===== config.mk =====
export PLATFORM = sky130hd
export DESIGN_NAME = ram_stream_reader_flat
export DESIGN_NICKNAME = d
export VERILOG_FILES = /design/src/rtl/ram_stream_reader_pkg.sv /design/src/rtl/ram_stream_reader_if.sv /design/src/rtl/ram_stream_reader_stream_skid_buf.sv /design/src/rtl/ram_stream_reader.sv /design/src/flat_wrapper.sv
export SDC_FILE = /design/constraint.sdc
export NUM_CORES = 1
export LEC_CHECK = 0
export BUFFER_PORTS_ARGS = -buffer_cell sky130_fd_sc_hd__buf_2
export CAP_MARGIN = 10
export CORE_MARGIN = 2
export CORE_UTILIZATION = 45
export CTS_CLUSTER_DIAMETER = 100
export DETAILED_ROUTE_END_ITERATION = 8
export GPL_TIMING_DRIVEN = 0
export PLACE_DENSITY = 0.69
export SKIP_CTS_REPAIR_TIMING = 1
export SLEW_MARGIN = 20
export SYNTH_ARGS = -nofsm -noshare
export SYNTH_HDL_FRONTEND = slang
export SYNTH_SLANG_ARGS = --single-unit

===== constraint.sdc =====
create_clock -name clk -period 4.9 [get_ports clk]
set_input_delay 0.245 -clock clk [delete_from_list [all_inputs] [get_ports clk]]
set_output_delay 0.245 -clock clk [all_outputs]
set_load 0.01 [all_outputs]

===== src/rtl/ram_stream_reader_pkg.sv =====
// ============================================================================
// ram_stream_reader_pkg
//   Shared state encoding, defaults and address-width helper for the reader.
// Revision: 1.0 - initial release
// ============================================================================
`default_nettype none

package ram_stream_reader_pkg;

    localparam int DEFAULT_WIDTH = 64;
    localparam int DEFAULT_DEPTH = 512;
    localparam int BUF_ENTRIES   = 2;

    typedef enum logic [1:0] {
        ST_IDLE = 2'd0,
        ST_RUN  = 2'd1,
        ST_FIN  = 2'd2
    } state_e;

    // Number of bits needed to hold the value (at least 1); the RAM sizes its
    // address port as addr_bits(DEPTH-1).
    function automatic int addr_bits(input int value);
        int r;
        r = 0;
        for (int i = 0; i < 31; i++) begin
            if ((value >> i) != 0) begin
                r = i + 1;
            end
        end
        return (r < 1) ? 1 : r;
    endfunction

endpackage

`default_nettype wire


===== src/rtl/ram_stream_reader_if.sv =====
// ============================================================================
// ram_stream_reader_if
//   RAM read port plus valid/ready output stream of the reader.
// Revision: 1.0 - initial release
// ============================================================================
`default_nettype none

interface ram_stream_reader_if
    import ram_stream_reader_pkg::*;
#(
    parameter int WIDTH      = DEFAULT_WIDTH,
    parameter int ADDR_WIDTH = addr_bits(DEFAULT_DEPTH - 1)
) ();

    logic [ADDR_WIDTH-1:0] ram_addr;
    logic [WIDTH-1:0]      ram_q;
    logic                  out_valid;
    logic                  out_ready;
    logic [WIDTH-1:0]      out_data;

    modport master (
        output ram_addr,
        input  ram_q,
        output out_valid,
        input  out_ready,
        output out_data
    );

    modport slave (
        input  ram_addr,
        output ram_q,
        input  out_valid,
        output out_ready,
        input  out_data
    );

endinterface

`default_nettype wire


===== src/rtl/ram_stream_reader_stream_skid_buf.sv =====
// ============================================================================
// stream_skid_buf
//   Two-entry registered FIFO with valid/ready output; push and pop may coincide.
// Revision: 1.0 - initial release
// ============================================================================
`default_nettype none

module stream_skid_buf
    import ram_stream_reader_pkg::*;
#(
    parameter int WIDTH = DEFAULT_WIDTH
) (
    input  wire logic             clk,
    input  wire logic             rst_n,
    input  wire logic             push_valid,
    input  wire logic [WIDTH-1:0] push_data,
    output logic                  pop_valid,
    input  wire logic             pop_ready,
    output logic [WIDTH-1:0]      pop_data,
    output logic [1:0]            count
);

    localparam logic [1:0] c_full = 2'(BUF_ENTRIES);

    logic [WIDTH-1:0] head_q, head_d;
    logic [WIDTH-1:0] tail_q, tail_d;
    logic [1:0]       count_q, count_d;
    logic             pop;
    logic             push;

    assign pop_valid = (count_q != 2'd0);
    assign pop_data  = head_q;
    assign count     = count_q;

    assign pop  = pop_valid & pop_ready;
    // A full buffer only takes a new word when the head leaves in the same cycle.
    assign push = push_valid & ((count_q != c_full) | pop);

    always_comb begin
        head_d  = head_q;
        tail_d  = tail_q;
        count_d = count_q;
        case ({push, pop})
            2'b10: begin
                if (count_q == 2'd0) begin
                    head_d = push_data;
                end else begin
                    tail_d = push_data;
                end
                count_d = count_q + 2'd1;
            end
            2'b01: begin
                if (count_q == c_full) begin
                    head_d = tail_q;
                end
                count_d = count_q - 2'd1;
            end
            2'b11: begin
                if (count_q == 2'd1) begin
                    head_d = push_data;
                end else begin
                    head_d = tail_q;
                    tail_d = push_data;
                end
            end
            default: begin
            end
        endcase
    end

    always_ff @(posedge clk or negedge rst_n) begin
        if (!rst_n) begin
            head_q  <= '0;
            tail_q  <= '0;
            count_q <= 2'd0;
        end else begin
            head_q  <= head_d;
            tail_q  <= tail_d;
            count_q <= count_d;
        end
    end

endmodule

`default_nettype wire


===== src/rtl/ram_stream_reader.sv =====
// ============================================================================
// ram_stream_reader
//   Reads (base, length) words from a registered-read RAM onto a valid/ready stream.
// Revision: 1.0 - initial release
// ============================================================================
`default_nettype none

module ram_stream_reader
    import ram_stream_reader_pkg::*;
#(
    parameter int WIDTH      = DEFAULT_WIDTH,
    parameter int DEPTH      = DEFAULT_DEPTH,
    parameter int ADDR_WIDTH = addr_bits(DEPTH - 1),
    parameter int LEN_WIDTH  = ADDR_WIDTH + 1
) (
    input  wire logic                  clk,
    input  wire logic                  rst_n,
    input  wire logic                  start,
    input  wire logic [ADDR_WIDTH-1:0] base_addr,
    input  wire logic [LEN_WIDTH-1:0]  length,
    output logic                       busy,
    output logic                       done,
    ram_stream_reader_if.master        bus
);

    localparam logic [ADDR_WIDTH-1:0] c_last_addr = ADDR_WIDTH'(DEPTH - 1);

    state_e                state_q, state_d;
    logic [ADDR_WIDTH-1:0] addr_q, addr_d;
    logic [LEN_WIDTH-1:0]  remaining_q, remaining_d;
    logic                  inflight_q, inflight_d;

    logic [1:0]            buf_count;
    logic                  buf_valid;
    logic [WIDTH-1:0]      buf_data;
    logic                  pop;
    logic [2:0]            occupancy;
    logic                  issue;
    logic [ADDR_WIDTH-1:0] next_addr;

    assign pop = buf_valid & bus.out_ready;

    // Words that will be held after this edge if nothing new is issued.
    assign occupancy = 3'(buf_count) + 3'(inflight_q) - 3'(pop);
    assign issue     = (state_q == ST_RUN) && (remaining_q != '0) && (occupancy < 3'd2);
    assign next_addr = (addr_q == c_last_addr) ? '0 : addr_q + ADDR_WIDTH'(1);

    always_comb begin
        state_d     = state_q;
        addr_d      = addr_q;
        remaining_d = remaining_q;
        inflight_d  = issue;
        case (state_q)
            ST_IDLE: begin
                if (start) begin
                    addr_d      = base_addr;
                    remaining_d = length;
                    state_d     = (length == '0) ? ST_FIN : ST_RUN;
                end
            end
            ST_RUN: begin
                if (issue) begin
                    addr_d      = next_addr;
                    remaining_d = remaining_q - LEN_WIDTH'(1);
                end
                if ((remaining_q == '0) && !inflight_q && (buf_count == 2'd1) && pop) begin
                    state_d = ST_FIN;
                end
            end
            ST_FIN: begin
                state_d = ST_IDLE;
            end
            default: begin
                state_d = ST_IDLE;
            end
        endcase
    end

    always_ff @(posedge clk or negedge rst_n) begin
        if (!rst_n) begin
            state_q     <= ST_IDLE;
            addr_q      <= '0;
            remaining_q <= '0;
            inflight_q  <= 1'b0;
        end else begin
            state_q     <= state_d;
            addr_q      <= addr_d;
            remaining_q <= remaining_d;
            inflight_q  <= inflight_d;
        end
    end

    // The read issued last cycle is on ram_q now; capture it into the buffer.
    stream_skid_buf #(
        .WIDTH (WIDTH)
    ) u_buf (
        .clk        (clk),
        .rst_n      (rst_n),
        .push_valid (inflight_q),
        .push_data  (bus.ram_q),
        .pop_valid  (buf_valid),
        .pop_ready  (bus.out_ready),
        .pop_data   (buf_data),
        .count      (buf_count)
    );

    assign busy          = (state_q == ST_RUN);
    assign done          = (state_q == ST_FIN);
    assign bus.ram_addr  = addr_q;
    assign bus.out_valid = buf_valid;
    assign bus.out_data  = buf_data;

endmodule

`default_nettype wire


===== src/flat_wrapper.sv =====
// flat-port wrapper written by rule: the top's interface ports become plain ports
module ram_stream_reader_flat import ram_stream_reader_pkg::*;
#(
    parameter int WIDTH      = DEFAULT_WIDTH,
    parameter int DEPTH      = DEFAULT_DEPTH,
    parameter int ADDR_WIDTH = addr_bits(DEPTH - 1),
    parameter int LEN_WIDTH  = ADDR_WIDTH + 1
)
  (clk, rst_n, start, base_addr, length, busy, done, bus_ram_addr, bus_ram_q, bus_out_valid, bus_out_ready, bus_out_data);
  ram_stream_reader_if #(.WIDTH(WIDTH), .ADDR_WIDTH(ADDR_WIDTH)) bus_i ();
  input  wire logic clk;
  input  wire logic rst_n;
  input  wire logic start;
  input  wire logic [ADDR_WIDTH-1:0] base_addr;
  input  wire logic [LEN_WIDTH-1:0] length;
  output logic busy;
  output logic done;
  output wire logic [$bits(bus_i.ram_addr)-1:0] bus_ram_addr;
  input wire logic [$bits(bus_i.ram_q)-1:0] bus_ram_q;
  output wire logic [$bits(bus_i.out_valid)-1:0] bus_out_valid;
  input wire logic [$bits(bus_i.out_ready)-1:0] bus_out_ready;
  output wire logic [$bits(bus_i.out_data)-1:0] bus_out_data;
  assign bus_ram_addr = bus_i.ram_addr;
  assign bus_i.ram_q = bus_ram_q;
  assign bus_out_valid = bus_i.out_valid;
  assign bus_i.out_ready = bus_out_ready;
  assign bus_out_data = bus_i.out_data;
  ram_stream_reader #(.WIDTH(WIDTH), .DEPTH(DEPTH), .ADDR_WIDTH(ADDR_WIDTH), .LEN_WIDTH(LEN_WIDTH)) u_core (.clk(clk), .rst_n(rst_n), .start(start), .base_addr(base_addr), .length(length), .busy(busy), .done(done), .bus(bus_i));
endmodule

### Word level (Yosys, flattened, before mapping)

Cells that the tools add are included.

* register bits after elaboration: 152
* input bits: 87
* output and inout port bits: 76
* word-level logic and storage cells: 72

* add/sub/neg operators: 6
* $lt $le $gt $ge: 1
* equality and inequality tests: 16
* muxes and demuxes: 19
* bitwise logic cells: 3
* reductions and logical operators: 20

Operators by type and width (count)
* 2-to-1 mux 64 bit: 5
* one-hot mux 64 bit (3 select lines): 1
* one-hot mux 64 bit (2 select lines): 1
* 2-to-1 mux 9 bit: 3
* zero test 10 bit: 2
* 2-to-1 mux 10 bit: 2
* one-hot mux 10 bit (2 select lines): 1
* one-hot mux 9 bit (2 select lines): 1
* != test 2 bit (second input constant): 6
* nonzero test 10 bit: 1
* subtractor 10 x 1 -> 10 bit (second input constant): 1
* adder 9 x 1 -> 9 bit (second input constant): 1
* == test 9 bit (second input constant): 1
* AND reduction 3 bit: 3
* == test 2 bit (second input constant): 4
* one-hot mux 2 bit (2 select lines): 2
* nonzero test 2 bit: 4
* == test 2 x 1 -> 1 bit (second input constant): 3
* 2-to-1 mux 2 bit: 3
* logical AND 1 bit: 5
* zero test 2 bit: 2
* != test 2 x 1 -> 1 bit (second input constant): 2
* adder 2 x 1 -> 3 bit: 1
* less-than comparator 3 x 2 -> 1 bit (second input constant): 1
* other kinds (8): 9

### Logic depth before layout (Yosys ltp)

* word-level depth: 7
* depth in mapped cells: 11
* gate-level depth less buffers: 10

### Cells and area by module

From an unflattened synthesis, not the netlist that was laid out.

* cell total of the unflattened synthesis: 702
* area total of the unflattened synthesis: 7574.8 sq um

Modules (own cells, without submodules)
* stream_skid_buf: instances 1, cells an instance 528, area each 6013.3 sq um, seq. area each 3253.1 sq um
* ram_stream_reader: instances 1, cells an instance 174, area each 1561.5 sq um, seq. area each 550.5 sq um

### Worst setup path after synthesis

No wires, ideal clock.

* kind: register -> register
* from: register u_core.u_buf.count_q[1], in the netlist u_core.u_buf.count[1]
* to: register u_core.addr_q[0], in the netlist u_core.bus.ram_addr[0]
* library setup time: 0.125 ns
* data arrival time: 2.659 ns
* data required time: 4.775 ns
* path slack: 2.116 ns
* cell stages (with the launch flop): 11
* buffers on the path: 0
* period minus slack after synthesis: 2.784 ns
* cell sequence: dfrtp_1 inv_1 ha_1 nand2b_1 nor2_1 o21ai_0 fa_1 xnor2_1 nand3_4 o21ai_4 mux2_4

* longest elaborated chain between the ends: 7
* elaborated cells between the ends (all ways): 8
* those cells by class: 2 x add/sub; 1 x order compare; 1 x eq/ne; 1 x bitwise; 3 x reduce/logical

Ends and longest elaborated chain
* from (decl): line ram_stream_reader_stream_skid_buf.sv:27 `logic [1:0] count_q, count_d;`
* from (signal assigned): line ram_stream_reader_stream_skid_buf.sv:79 `count_q <= count_d;`
* branches (longest 2 deep; another with adder 2 x 1 -> 3 bit)
* subtractor 3 x 1 -> 3 bit (*): line ram_stream_reader.sv:44 `assign occupancy = 3'(buf_count) + 3'(inflight_q) - 3'(pop);`
* less-than comparator 3 x 2 -> 1 bit (*): line ram_stream_reader.sv:45 `assign issue = (state_q == ST_RUN) && (remaining_q != '0) && (occupancy < 3'd2);`
* logical AND 1 bit (*): line ram_stream_reader.sv:45
* != test 2 x 1 -> 1 bit (no line) (*)
* AND reduction 3 bit (no line) (*)
* to (signal assigned): line ram_stream_reader.sv:87 `addr_q <= addr_d;`
* to (decl): line ram_stream_reader.sv:29 `logic [ADDR_WIDTH-1:0] addr_q, addr_d;`

Every way passes the cells marked *.
A chain may end at the register's enable or synchronous reset.

### Worst setup path in the final report

* from: register u_core.u_buf.count_q[1], in the netlist u_core.u_buf.count[1]
* to: register u_core.addr_q[8], in the netlist u_core.bus.ram_addr[8]

Same word-level chain as after synthesis.

==> qor.yml <==
clock-root-buffer: "clkbuf_16"
crit_fanout: 8
vias: 5366
hpwl_microns: 12260
path_clk_slew_ns: 0.06
die_h_microns: 129.4
worstHoldStart: "bus_ram_q[42]"
synthesis.nets: 697
place.gp.congestion: 0.8252
synthCells: 602
internal-power_uw: 3848
synth_ff_type: "dfrtp_1"
slowest_delay_ns: 0.48
clock-sinks: 152
p_seq_share_pct: 37.2
synth_cell_types: 55
postPlaceCellArea_sq_mm: 0.008190
setup_violations: 0
area_growth_pct: 24.09
outcome: "finished clean"
htreeDepth: 4
crit_buf_inv: 1
power_leakage_uw: 0.004191
synth.avg_cell_area_sq_um: 11.76
dp_worst_setup_slack_ns: 1.781
wl_microns: 17160
r2r_end: "u_core.bus.ram_addr[8]"
power_density_mw_per_mm2: 706.6
rsz0062_at_grt: "no"
drtPass1Iterations: 5
nets: 880
hold_depth: 2
power_switching_uw: 2359
initial_core_util_pct: 46.39
antenna_found_initial: 1
critPathTopFamily: "adder cells"
combPwrFrac_pct: 42.3
skew_ns: 0.008586
layout_setup_ws_ns: 1.772
grt-ovfl-total: 0
core_sq_mm: 0.01526
final.period_utilization_pct: 63.84
cts_buffer_depth: 2
synth_enable_flop_cells: 0
worst-r2r-setup-slack_ns: 1.77
critPathSlowestCell: "dfrtp_1"
arrival_ns: 3.43
timing.rr.start: "u_core.u_buf.count[1]"
holdPathEnd: "u_core.u_buf.tail_q[42]"
slew_headroom_pct: 63.35
cp-start-kind: "register"
ant_nets: 0
wl_per_cell_microns: 16.97
drc: 0
grt_max_degree: 96
rows: 45
criticalPathCategory: "reg2reg"
tritoncts: "done"
dieArea_sq_mm: 0.01675
drv_cap: 0
numCtsBuffers: 17
synth_seq_cells: 152
crit_path_end_kind: "register"
drv_slew: 0
dieWidth_microns: 129.4
viasPerCell: 5.308
syn_area_sq_mm: 0.007078
clk_latency_ns: 0.42
grt_usage_pct: 21.32
drt_iter0_drc: 310
fin_area_sq_mm: 0.008783
hp-class: "in2reg"
drive_above_1_share_pct: 36.97
seq_area_frac_synth_pct: 53.74
seq_area_sq_mm: 0.003804
ys_warn_count: 0
path_cells: "inv_1, ha_1, nand2b_1, nor2_1, o21ai_0, fa_1, xnor2_1, nand3_4, o21ai_4, mux2_4"
async_flop_share_pct: 100.0
vdd_drop_max_v: 0.0003460
fillCellCount: 1323
max_freq_mhz: 319.7
multi_input_area_sq_mm: 0.002995
power_switching_share_pct: 38.01
grt_pass1_vias: 5609
portBuffers: 162
period_needed_ns: 3.128
setup_tns_ns: 0
grt_first_pass_wirelength_microns: 27770
pin_count: 163
r2r_cells: 10
hold_viol_final: 0
timing_worst_slew_pin_value_ns: 0.5498
required_ns: 5.21
p_clk_share_pct: 20.5
utilization_pct: 57.56
[how the worst max path moves through the flow]
stage / start / endpoint / slack (ns) / cells past startpoint
after global routing: u_core.u_buf.count[1] / u_core.bus.ram_addr[8] / 1.54 / 10
after CTS: u_core.u_buf.count[1] / u_core.bus.ram_addr[8] / 1.77 / 10
after detailed placement: u_core.u_buf.count[1] / u_core.bus.ram_addr[8] / 1.78 / 10
after global placement: rst_n / u_core.u_buf.pop_data[19] / 1.44 / 1
after floorplan: u_core.u_buf.count[1] / u_core.bus.ram_addr[0] / 2.12 / 10
final: u_core.u_buf.count[1] / u_core.bus.ram_addr[8] / 1.77 / 10
[cell usage after synthesis, types with 3 or more instances]
library cell,number,area [sq um]
o211ai_1,6,45.04
dfrtp_1,152,3804
nand2_1,12,45.04
mux2_2,55,619.3
nand2b_1,3,18.77
nand3_1,8,40.04
buf_6,10,112.6
nor2_1,76,285.3
buf_2,18,90.09
nor4_1,5,31.28
a21oi_1,83,415.4
mux2_1,9,101.4
ha_1,7,87.58
o2bb2ai_1,11,96.34
nor3b_1,4,30.03
o21ai_0,5,25.02
inv_1,8,30.03
clkbuf_1,6,22.52
mux2i_1,69,690.7
a31oi_1,5,31.28
nor3_1,6,30.03
[layout make-up]
cell class,count,area share (%)
timing repair buffer,164,9.772
clock buffer,23,5.556
clock inverter,9,1.026
antenna,2,0.05698
inverter,9,0.4416
multi-input combinational,404,34.10
sequential,152,43.30
tap,211,3.006
buffer,37,2.735
[cells in the final DEF (no fill, tap or decap), types with 5 or more instances in the layout]
cell type and count:
a21oi_1 83, a31oi_1 5, buf_2 179, buf_6 10, clkbuf_1 8, clkbuf_16 17, dfrtp_1 152, ha_1 7
inv_1 8, mux2_1 9, mux2_2 55, mux2i_1 69, nand2_1 12, nand3_1 8, nor2_1 76, nor3_1 6
nor4_1 5, o211ai_1 6, o21ai_0 5, o2bb2ai_1 11
[metal layers]
metal	track usage (%)	wire length [microns]
met1	25.90	7160
met2	35.42	8501
met3	7.638	1260
met4	7.337	235
met5	0	0
[flip-flops by register name, indices dropped and copies added, names as in the netlist]
name                   count
u_core.bus.ram_addr        9
u_core.inflight_q          1
u_core.remaining_q        10
u_core.state_q             2
u_core.u_buf.count         2
u_core.u_buf.pop_data     64
u_core.u_buf.tail_q       64
[power by group through the flow]
stage	sequential [uW]	combinational, uW	clock (uW)
final	2310	2630	1270
after CTS	2310	2650	1300
after floorplan	2380	1680	0
after detailed placement	2320	2640	0
after global routing	2390	2920	1350
after global placement	2280	2530	0
[cells by family after synthesis]
group	Yosys count	synth area share, %
DFF	152	53.74
muxes	135	20.36
and+or+nand+nor	134	9.493
AOI/OAI and AO/OA	125	10.69
buffers and inverters	46	3.942
adders and majority gates	8	1.520
xor gates and xnor gates	2	0.2475
[stage by stage]
step | cells | total power, uW | hold WS (ns)
after floorplan | 602 | 4066 | -0.05059
after global placement | 975 | 4810 | 0.4725
after detailed placement | 976 | 4965 | 0.2043
after CTS | 1008 | 6261 | -0.2532
after global routing | 1009 | 6667 | 0.04050
final | 1011 | 6207 | 0.05020
[worst reg2reg max path: stages (launching register included)]
cell	delay, ns
dfrtp_1	0.48
inv_1	0.11
ha_1	0.23
nand2b_1	0.22
nor2_1	0.29
o21ai_0	0.18
fa_1	0.40
xnor2_1	0.32
nand3_4	0.13
o21ai_4	0.33
mux2_4	0.34
(Power assumes the default switching activity.)
